<file path="src/rtl/sel_op_pkg.sv">
// Shared opcode encoding and constant helpers for the select/operate pipeline.
package sel_op_pkg;

  localparam int OP_W = 3;

  typedef enum logic [OP_W-1:0] {
    OP_ADD  = 3'd0,
    OP_INC  = 3'd1,
    OP_INV  = 3'd2,
    OP_SEL  = 3'd3,
    OP_ACC  = 3'd4,
    OP_ADDK = 3'd5
  } op_e;

  // Callers size-cast the result to their own width, which sign-extends or truncates.
  function automatic int sext_offset(input logic signed [7:0] off);
    return int'(off);
  endfunction

endpackage

</file>
<file path="src/rtl/sel_op_alu.sv">
// Combinational op evaluation for stage 2 of sel_op_pipe.
// SEL_OP_PIPE_SAT_EN selects saturating ADD/INC/ACC/ADDK instead of modular wrap.
module sel_op_alu
  import sel_op_pkg::*;
#(
  parameter int                 WIDTH  = 8,
  parameter logic signed [7:0]  OFFSET = 8'sd64
) (
  input  logic [OP_W-1:0]  op,
  input  logic [WIDTH-1:0] a,
  input  logic [WIDTH-1:0] b,
  input  logic             sel,
  input  logic [WIDTH-1:0] acc,
  output logic [WIDTH-1:0] result,
  output logic             flag
);

  localparam logic [WIDTH-1:0] K       = WIDTH'(sext_offset(OFFSET));
  localparam logic [WIDTH-1:0] SMAX    = {1'b0, {(WIDTH-1){1'b1}}};
  localparam logic [WIDTH-1:0] SMIN    = {1'b1, {(WIDTH-1){1'b0}}};

  logic [WIDTH:0]   sum;
  logic [WIDTH-1:0] addend;
  logic             ovf;

  always_comb begin
    result = '0;
    flag   = 1'b0;
    addend = '0;
    sum    = '0;
    ovf    = 1'b0;
    case (op_e'(op))
      OP_ADD, OP_INC, OP_ACC: begin
        case (op_e'(op))
          OP_ADD:  addend = b;
          OP_INC:  addend = WIDTH'(1);
          default: addend = acc;
        endcase
        sum = {1'b0, a} + {1'b0, addend};
`ifdef SEL_OP_PIPE_SAT_EN
        result = sum[WIDTH] ? '1 : sum[WIDTH-1:0];
`else
        result = sum[WIDTH-1:0];
`endif
        flag = sum[WIDTH];
      end
      OP_INV: result = ~a;
      OP_SEL: result = sel ? a : b;
      OP_ADDK: begin
        sum = {1'b0, a} + {1'b0, K};
        // Signed overflow: operands agree in sign, sum does not.
        ovf = (a[WIDTH-1] == K[WIDTH-1]) && (sum[WIDTH-1] != a[WIDTH-1]);
`ifdef SEL_OP_PIPE_SAT_EN
        result = ovf ? (a[WIDTH-1] ? SMIN : SMAX) : sum[WIDTH-1:0];
`else
        result = sum[WIDTH-1:0];
`endif
        flag = ovf;
      end
      default: begin
        result = '0;
        flag   = 1'b0;
      end
    endcase
  end

endmodule

</file>
<file path="src/rtl/sel_op_pipe.sv">
// Two-stage valid/ready select/operate pipeline with accumulator.
// Define SEL_OP_PIPE_SAT_EN for saturating arithmetic (see sel_op_alu).
module sel_op_pipe
  import sel_op_pkg::*;
#(
  parameter int                WIDTH  = 8,
  parameter logic signed [7:0] OFFSET = 8'sd64
) (
  input  logic             clk,
  input  logic             rst,
  input  logic             in_valid,
  output logic             in_ready,
  input  logic [OP_W-1:0]  op,
  input  logic [WIDTH-1:0] a,
  input  logic [WIDTH-1:0] b,
  input  logic             sel,
  input  logic             acc_clr,
  output logic             out_valid,
  input  logic             out_ready,
  output logic [WIDTH-1:0] result,
  output logic             flag
);

  logic             s1_valid, s2_valid, s2_adv;
  logic [OP_W-1:0]  s1_op;
  logic [WIDTH-1:0] s1_a, s1_b, acc, acc_in, alu_result;
  logic             s1_sel, alu_flag;

  assign s2_adv    = !s2_valid || out_ready;
  assign in_ready  = !s1_valid || s2_adv;
  assign out_valid = s2_valid;
  // A coincident clear zeroes the operand so the ACC result starts fresh from a.
  assign acc_in    = acc_clr ? '0 : acc;

  sel_op_alu #(.WIDTH(WIDTH), .OFFSET(OFFSET)) u_alu (
    .op     (s1_op),
    .a      (s1_a),
    .b      (s1_b),
    .sel    (s1_sel),
    .acc    (acc_in),
    .result (alu_result),
    .flag   (alu_flag)
  );

  always_ff @(posedge clk or negedge rst) begin
    if (!rst) begin
      s1_valid <= 1'b0;
      s1_op    <= '0;
      s1_a     <= '0;
      s1_b     <= '0;
      s1_sel   <= 1'b0;
      s2_valid <= 1'b0;
      result   <= '0;
      flag     <= 1'b0;
      acc      <= '0;
    end else begin
      if (in_ready) begin
        s1_valid <= in_valid;
        if (in_valid) begin
          s1_op  <= op;
          s1_a   <= a;
          s1_b   <= b;
          s1_sel <= sel;
        end
      end
      if (s2_adv) begin
        s2_valid <= s1_valid;
        if (s1_valid) begin
          result <= alu_result;
          flag   <= alu_flag;
        end
      end
      if (acc_clr)
        acc <= '0;
      if (s2_adv && s1_valid && (op_e'(s1_op) == OP_ACC))
        acc <= alu_result;
    end
  end

endmodule

</file>
<file path="config.mk">
export PLATFORM = sky130hd
export DESIGN_NAME = sel_op_pipe
export DESIGN_NICKNAME = d
export VERILOG_FILES = /design/src/rtl/sel_op_pkg.sv /design/src/rtl/sel_op_alu.sv /design/src/rtl/sel_op_pipe.sv
export SDC_FILE = /design/constraint.sdc
export NUM_CORES = 1
export LEC_CHECK = 0
export BUFFER_PORTS_ARGS = -buffer_cell sky130_fd_sc_hd__buf_2
export CAP_MARGIN = 30
export CORE_MARGIN = 2
export CORE_UTILIZATION = 50
export DETAILED_ROUTE_END_ITERATION = 8
export PLACE_DENSITY_LB_ADDON = 0.15
export SYNTH_ARGS = -nofsm -noshare
export SYNTH_HDL_FRONTEND = slang
export SYNTH_SLANG_ARGS = --single-unit
</file>
<file path="constraint.sdc">
create_clock -name clk -period 5.9 [get_ports clk]
set_clock_uncertainty 0.1 [all_clocks]
set_input_delay 0.295 -clock clk [delete_from_list [all_inputs] [get_ports clk]]
set_output_delay 0.295 -clock clk [all_outputs]
set_load 0.01 [all_outputs]
</file>
==> results.tsv, run 1 <==
metric	value	unit
synthTopCellsByCount	39 x dfrtp_1, 24 x o21ai_0, 21 x mux2_2	
p_sw_share	32.52	%
synth_top_area_share	42.86	%
io_pins	36	
core	4384	µm²
first_iter_violations	61	
instances_no_fill	304	
grt_pass1_vias	1537	
hold_viol	1	
end_kind	flip-flop	
synth_seq_area_share	42.86	%
arrival	3.18	ns
yosysMostFrequentCell	dfrtp_1	
drc	0	
crit_type	reg2reg	
maxSlewHeadroom	44.24	%
synth-xor-area-share	1.538	%
die_h	71.49	µm
start_util	51.94	%
ant_nets	0	
reg2regPathDepth	11	
antenna_cells	0	
synthesis.nets	257	
syn_area	2277	µm²
fin_util	57.91	%
firstDrtPassIters	4	
cts_buffer_depth	2	
dp_hpwl	3360	µm
critPathLaunch	s1_op[1]	
min_period	3.122	ns
synth_warnings	0	
finalPower	777.5	µW
setup_violations	0	
yosysUniqueCellTypes	44	
regToRegEndpoint	result[6]	
p_int	524.7	µW
dieWidth	71.49	µm
whs	-0.0005908	ns
violations	hold timing	
start_kind	flip-flop	
die-area	5110	µm²
required	5.95	ns
place_inst	296	
synth_top_flop_cell	dfrtp_1	
post_cts_buffers	0	
finalCritPeriodShare	52.91	%
io_buffers	35	
ctsResizeCount	0	
async_flop_share	100.0	%
peakVddDrop	0.1863	mV
power_frac_seq	45.3	%
synth_simple_gate_area_share	13.41	%
top_layer	met4	
status	finished, violations left	
ff2ff_setup_slack	2.78	ns
synth_top_family_by_area	multiplexers	
yosys_register_bits	39	
vias	1667	
yosys-top-cells-area	dfrtp_1 43%, mux2_2 10%, ha_1 6.6%, o21ai_0 5.3%, mux2i_1 4.8%	
clockPowerShare	24.9	%
route.met3.wl	270	µm
htreeDepth	2	
wl_per_cell	14.52	µm
combPwrFrac	29.8	%
yosysTopAreaCell	dfrtp_1	
yosys-mux-area-fraction	15.22	%
hold_path.class	in2async	
drive_gt1_share	26.98	%
avgSynthCellArea	10.40	µm²
met1_length	2265	µm
numCtsBuffers	5	
dr_wl_met2	1821	µm
viasPerCell	5.484	
synth_compound_area_share	15.22	%
finalNetCount	289	
cts_tree	built	
antenna_found_initial	0	
power.density	306.3	nW/µm²
p_leak	0.001216	µW
grt_use_total	19.04	%
worstPathMaxFanout	16	
fmax	320.3	MHz
rsz0062_at_grt	no	
final_max_slew_viol_count	0	
overflow	0	
synth_cells	219	
grt_max_degree	40	
tightest_slew	0.8365	ns
cts_hold_buf	0	
row_count	24	
finalWeightedCongestion	0.8176	
timing.rr.start	s1_op[1]	
clock-root-buffer	clkbuf_8	
cts.clk_slew.worst_paths	0.07	ns
grt_pass1_wl	7534	µm
finalSetupTns	0	ns
synth_enable_flop_cells	0	
syn_to_final_growth	11.48	%
cts.sinks	39	
endpoint	result[6]	
max-cap-violations	0	
synth_fa_ha_area_share	7.473	%
switchingPower	252.8	µW
insertion_delay	0.29	ns
wirelength	4413	µm
==> layout by cell type (no fill, tap or decap), drive strengths merged <==
cell type and count:
dfrtp 39, buf 35, o21ai 25, mux2 21, nand2 18, a21oi 16
ha 12, nand2b 11, mux2i 11, nand3 10, clkbuf 8, inv 5
nor2 4, nor2b 3, nor3 3, xor2 3, a21o 3, or2b 2
nand3b 2, o21a 2, a222oi 2, nand4 2, or3 1, o32ai 1
a31oi 1, o2bb2ai 1, o31a 1, xnor2 1, a22oi 1, o22ai 1
o211ai 1, o311ai 1, nor4 1, a221oi 1, and3 1, a211oi 1
fa 1
==> logic make-up (layout without fill, tap and decap cells) <==
family | Yosys count | in the layout
flops | 39 | 39
simple gates | 58 | 58
xor+xnor | 4 | 4
mux | 32 | 32
buf+inv | 15 | 48
fa+ha+maj | 13 | 13
compound gates | 58 | 58
==> power by group through the flow <==
stage          clock network [µW]  logic (µW)  registers (µW)
2_1_floorplan                   0         171             354
3_3_place_gp                    0         230             356
3_5_place_dp                    0         231             357
4_1_cts                       198         233             353
5_1_grt                       214         263             359
6_report                      194         232             352
==> registers in the layout, summed over array words and instances (netlist names) <==
| register | cells |
|---|---|
| out_valid | 1 |
| s1_valid | 1 |
| s1_a | 8 |
| s1_b | 8 |
| s1_sel | 1 |
| result | 8 |
| acc | 8 |
| flag | 1 |
| s1_op | 3 |
==> per-stage QoR <==
step / worst slack, ns / cell area, µm²
2_1_floorplan: 3.222 / 2277
3_3_place_gp: 2.883 / 2439
3_5_place_dp: 2.784 / 2439
4_1_cts: 2.778 / 2539
5_1_grt: 2.495 / 2539
6_report: 2.778 / 2539
==> metal layers <==
layer / track usage [%] / up-vias
met2: 25.51 / 46
li1: - / 855
met5: 0 / -
met1: 30.06 / 759
met4: 5.660 / 0
met3: 4.923 / 7
==> how the worst min path moves through the flow <==
stage               startpoint   endpoint  depth (start not counted)
global placement           rst  result[5]                          1
finish                     rst  result[6]                          1
CTS                        rst  result[6]                          1
floorplan                  rst     acc[0]                          0
global route               rst  result[6]                          1
detailed placement         rst  result[6]                          1
==> worst max-delay path, stage by stage (launching register included) <==
cell	delay (ns)
dfrtp_1	0.43
nor2_1	0.65
o21ai_0	0.19
o21ai_0	0.12
ha_1	0.18
inv_1	0.05
fa_1	0.39
nand3b_1	0.20
a21oi_1	0.23
o21ai_0	0.13
a31oi_1	0.21
o21ai_0	0.10
==> area by class of cell <==
class,instances,area (µm²)
Fill cell,394,1846
Multi-Input combinational cell,165,1204
Sequential cell,39,975.9
Timing Repair Buffer,35,175.2
Clock buffer,8,100.1
Tap cell,52,65.06
Inverter,5,18.77
Note: power is estimated with default switching activity, not from simulation.
==> inputs of run 2 (changes only) <==
- clock period: 5.9 -> 2.9 ns (I/O delays scaled with it)
==> results.tsv, run 2 (same netlist as run 1, synthesis figures left out) <==
metric	value	unit	change
drive_gt1_share	25.99	%	-0.99 points
core	4384	µm²	unchanged
first_iter_violations	112		+84%
required	2.96	ns	-2.99 ns
fmax	383.7	MHz	+20%
critical-path-top-delay-family	compound AO/OA/AOI/OAI gates		
hold_path.class	in2reg		
reg2regPathDepth	11		unchanged
finalPower	1580	µW	+100%
ant_nets	0		unchanged
die-area	5110	µm²	unchanged
path_common_cell	o21ai_0		
finalSetupTns	0	ns	unchanged
instances_no_fill	329		+8.2%
cts_tree	built		
grt_pass1_wl	8211	µm	+9.0%
mostFrequentLayoutCell	dfrtp_1		
whs_path_depth	2		
cts.sinks	39		unchanged
io_pins	36		unchanged
wl_per_cell	14.84	µm	+2.2%
grt_max_degree	40		unchanged
finalWeightedCongestion	0.8298		+1.5%
row_count	24		unchanged
start_util	51.94	%	unchanged
cts.clk_slew.worst_paths	0.07	ns	about the same
grt_pass1_vias	1724		+12%
crit_type	reg2reg		
vias	1823		+9.4%
maxSlewHeadroom	43.76	%	-0.48 points
numCtsBuffers	5		unchanged
die_h	71.49	µm	unchanged
cts_buffer_depth	2		unchanged
critPathSlowestCell	dfrtp_1		
min_period	2.606	ns	-0.5155 ns
max-cap-violations	0		unchanged
arrival	2.66	ns	-0.52 ns
rsz0062_at_grt	no		
syn_to_final_growth	21.37	%	
power.density	571.8	nW/µm²	+87%
clock-root-buffer	clkbuf_8		
firstDrtPassIters	6		+2
fin_util	63.04	%	+5.1 points
wirelength	4883	µm	+11%
worstPathMaxFanout	15		-1
place_inst	300		+1.4%
dp_hpwl	3549	µm	+5.6%
antenna_cells	0		unchanged
path_cells	nor2_1 -> buf_4 -> nand3_1 -> o21ai_0 -> inv_1 -> fa_1 -> nand3b_1 -> a21oi_2 -> o21ai_0 -> a31oi_1 -> o21ai_0		
finalCritPeriodShare	89.87	%	+37 points
critPathBufInv	2		+1
end_kind	flip-flop		
finalNetCount	314		+8.7%
peakVddDrop	0.3686	mV	+98%
antenna_found_initial	0		unchanged
p_leak	0.001314	µW	+8.1%
status	completed		
tightest_slew	0.8437	ns	+0.007202 ns
slowest_delay	0.43	ns	-0.22 ns
insertion_delay	0.29	ns	about the same
io_buffers	35		unchanged
start_kind	flip-flop		
overflow	0		unchanged
htreeDepth	2		unchanged
setup_violations	0		unchanged
whs	0.006489	ns	+0.007080 ns
drc	0		unchanged
final_max_slew_viol_count	0		unchanged
critical_path_depth	11		unchanged
hold_viol	0		-1
viasPerCell	5.541		+1.0%
dieWidth	71.49	µm	unchanged
final_cell_mix	39 x dfrtp_1, 35 x buf_2, 24 x o21ai_0, 21 x mux2_2, 21 x dlygate4sd3_1		
grt_use_total	20.76	%	+1.7 points
[run 2: cell count changes in the layout (fill, tap and decap cells not counted), sizes merged]
cell         previous run  this run
clkbuf                  8         7
buf                    35        39
dlygate4sd3             0        21
clkinv                  0         1
[run 2: final cells by class]
class	count	area, µm²
clock buffer	7	76.32
fill	357	1620
timing repair buffer	60	415.4
inverter	5	18.77
tap	52	65.06
sequential	39	975.9
clock inverter	1	5.005
multi-input combinational	165	1207
[run 2: final timing paths]
path | start | end | slack (ns)
max in group asynchronous | rst | s1_b[4] | 1.78
max reg2reg | s1_op[1] | result[6] | 0.29
max | s1_op[1] | result[6] | 0.29
min in group asynchronous | rst | result[3] | 0.39
min reg2reg | result[5] | result[5] | 0.37
min | a[3] | s1_a[3] | 0.006
[run 2: timing repair]
item	CTS	global route
resized for setup	0	1
hold buffers	21	0
hold endpoints to repair	59	0
buffers inserted	0	0
setup endpoints to repair	0	1
[run 2: through the flow]
step	cell area (µm²)	setup slack, ns
global placement	2469	0.3667
global route	2764	0.03886
detailed placement	2469	0.2765
floorplan	2277	0.2217
finish	2764	0.2939
CTS	2760	0.2664
[run 2: routing by layer]
layer  part of all wire, %  track usage (%)  routed length (µm)
met2                    45            31.69                2187
met3                   5.5            5.767                 271
met4                   1.4            5.870                  68
met1                    48            29.14                2355
met5                     0                0                   0
[run 2: power breakdown]
group / internal [µW] / switching (µW)
Combinational: 245 / 275
Clock: 169 / 179
Sequential: 636 / 76.7
==> inputs of run 3 (changes only) <==
- CORE_MARGIN: 2 -> not set
- PLACE_DENSITY: not set -> 0.75
- PLACE_DENSITY_LB_ADDON: 0.15 -> not set
- clock period: 2.9 -> 2.3 ns (I/O delays scaled with it)
==> results.tsv, run 3 (same netlist as run 1, synthesis figures left out) <==
metric	value	unit	change
hold_viol	0		unchanged
io_pins	36		unchanged
viasPerCell	5.520		-0.37%
finalNetCount	329		+4.8%
grt_use_total	23.50	%	+2.7 points
rsz0062_at_grt	yes		
path_common_cell	a21oi_2		
start_util	52.30	%	+0.36 points
insertion_delay	0.30	ns	about the same
worstPathMaxFanout	5		-10
dieWidth	69.49	µm	-2.8%
grt_max_degree	40		unchanged
antenna_cells	0		unchanged
whs	0.02756	ns	+0.02108 ns
clock-root-buffer	clkbuf_8		
first_iter_violations	103		-8.0%
die-area	4828	µm²	-5.5%
core	4354	µm²	-0.68%
tightest_slew	0.8695	ns	+0.02582 ns
ant_nets	0		unchanged
seqCellArea	975.9	µm²	unchanged
multiInputGateArea	1282	µm²	+6.2%
critical_path_depth	10		-1
dp_hpwl	3542	µm	-0.21%
hold_path.class	in2reg		
fin_util	69.20	%	+6.2 points
start_kind	flip-flop		
path_cells	nor2_4 -> buf_4 -> nand3_1 -> o21ai_0 -> ha_1 -> a21oi_2 -> a21oi_2 -> or3_1 -> a31oi_1 -> mux2i_1		
wirelength	5241	µm	+7.3%
die_h	69.49	µm	-2.8%
violations	setup timing		
final_area	3013	µm²	+9.0%
final_cell_mix	39 x dfrtp_1, 35 x buf_2, 22 x dlygate4sd3_1, 20 x mux2_2		
antenna_found_initial	0		unchanged
arrival	2.43	ns	-0.23 ns
final_max_slew_viol_count	0		unchanged
crit_type	reg2reg		
slowest_delay	0.41	ns	-0.02 ns
mostFrequentLayoutCell	dfrtp_1		
power.density	779.2	nW/µm²	+36%
cts_tree	built		
setup_slack	-0.06108	ns	-0.3550 ns
io_buffers	35		unchanged
row_count	24		unchanged
cts.sinks	39		unchanged
wl_per_cell	15.24	µm	+2.7%
grt_pass1_vias	1827		+6.0%
drc	0		unchanged
numCtsBuffers	5		unchanged
reg2regPathDepth	10		-1
finalCritPeriodShare	102.7	%	+13 points
place_inst	307		+2.3%
required	2.37	ns	-0.59 ns
fmax	423.5	MHz	+10%
vias	1899		+4.2%
critPathSlowestCell	dfrtp_1		
htreeDepth	2		unchanged
max-cap-violations	0		unchanged
critPathBufInv	1		-1
place_area	2541	µm²	+2.9%
whs_path_depth	3		+1
syn_to_final_growth	32.31	%	
setup_violations	4		+4
min_period	2.361	ns	-0.2450 ns
firstDrtPassIters	4		-2
grt_pass1_wl	8769	µm	+6.8%
dp_slack	-0.08963	ns	-0.3661 ns
end_kind	flip-flop		
drive_gt1_share	35.96	%	+10 points
instances_no_fill	344		+4.6%
peakVddDrop	0.4399	mV	+19%
fillerInstances	331		-7.3%
p_leak	0.001420	µW	+8.1%
finalWeightedCongestion	0.8891		+7.1%
cts.clk_slew.worst_paths	0.07	ns	about the same
cts_buffer_depth	2		unchanged
critical-path-top-delay-family	compound AO/OA/AOI/OAI gates		
overflow	0		unchanged
status	finished, violations left		
maxSlewHeadroom	42.03	%	-1.7 points
## run 3: changes by cell type in the layout (fill, tap and decap cells not counted), moves of 3 or more
cell     delta
buf_4      +12
o21ai_0    -11
o21ai_1     +8
a21oi_1     -5
a21oi_2     +5
o21ai_2     +3
## run 3: cell type report
class                           count  area share, %
Multi-Input combinational cell    165          42.57
Clock buffer                        6          2.409
Clock inverter                      2          1.993
Timing Repair Buffer               75          17.86
Sequential cell                    39          32.39
Tap cell                           52          2.159
Inverter                            5         0.6229
## run 3: repair_timing
item,4_1_cts,5_1_grt
pin swaps,8,17
gates resized for setup,6,17
endpoints found under the hold margin,60,0
setup endpoints to repair,5,11
gates cloned,0,0
buffers inserted,4,3
hold buffers,22,0
## run 3: path summary, 6_finish.rpt
kind                                start   endpoint  slack [ns]
worst max-delay path             s1_op[2]     acc[6]       -0.06
worst min-delay path            out_ready  out_valid        0.03
worst max register to register   s1_op[2]     acc[6]       -0.06
worst min register to register  result[3]  result[3]        0.37
max in group asynchronous             rst    s1_a[0]        1.19
min in group asynchronous             rst    s1_b[4]        0.37
## run 3: power by group
| part | switching, µW | leakage (µW) | internal (µW) |
|---|---|---|---|
| Clock | 237 | 0.0000654 | 433 |
| Sequential | 97.4 | 0.000481 | 801 |
| Combinational | 393 | 0.000875 | 386 |
## run 3: worst min-delay path, stage by stage
cell and delay, ns:
buf_2 0.08, or2b_2 0.13, nand2b_1 0.05
## run 3: stage by stage
stage	TNS (ns)	power, µW
after floorplan	-0.2624	1365
after global placement	0	1557
after detailed placement	-0.2451	1579
after CTS	-0.06947	2307
after global routing	-1.245	2498
final	-0.1306	2348
## run 3: per-layer routing
| metal | vias to the layer above | global-route usage, % | wire length [µm] |
|---|---|---|---|
| met5 | - | 0 | 0 |
| met4 | 0 | 8.617 | 99 |
| met3 | 11 | 5.087 | 244 |
| met2 | 54 | 35.92 | 2410 |
| met1 | 900 | 32.86 | 2487 |
| li1 | 934 | - | - |
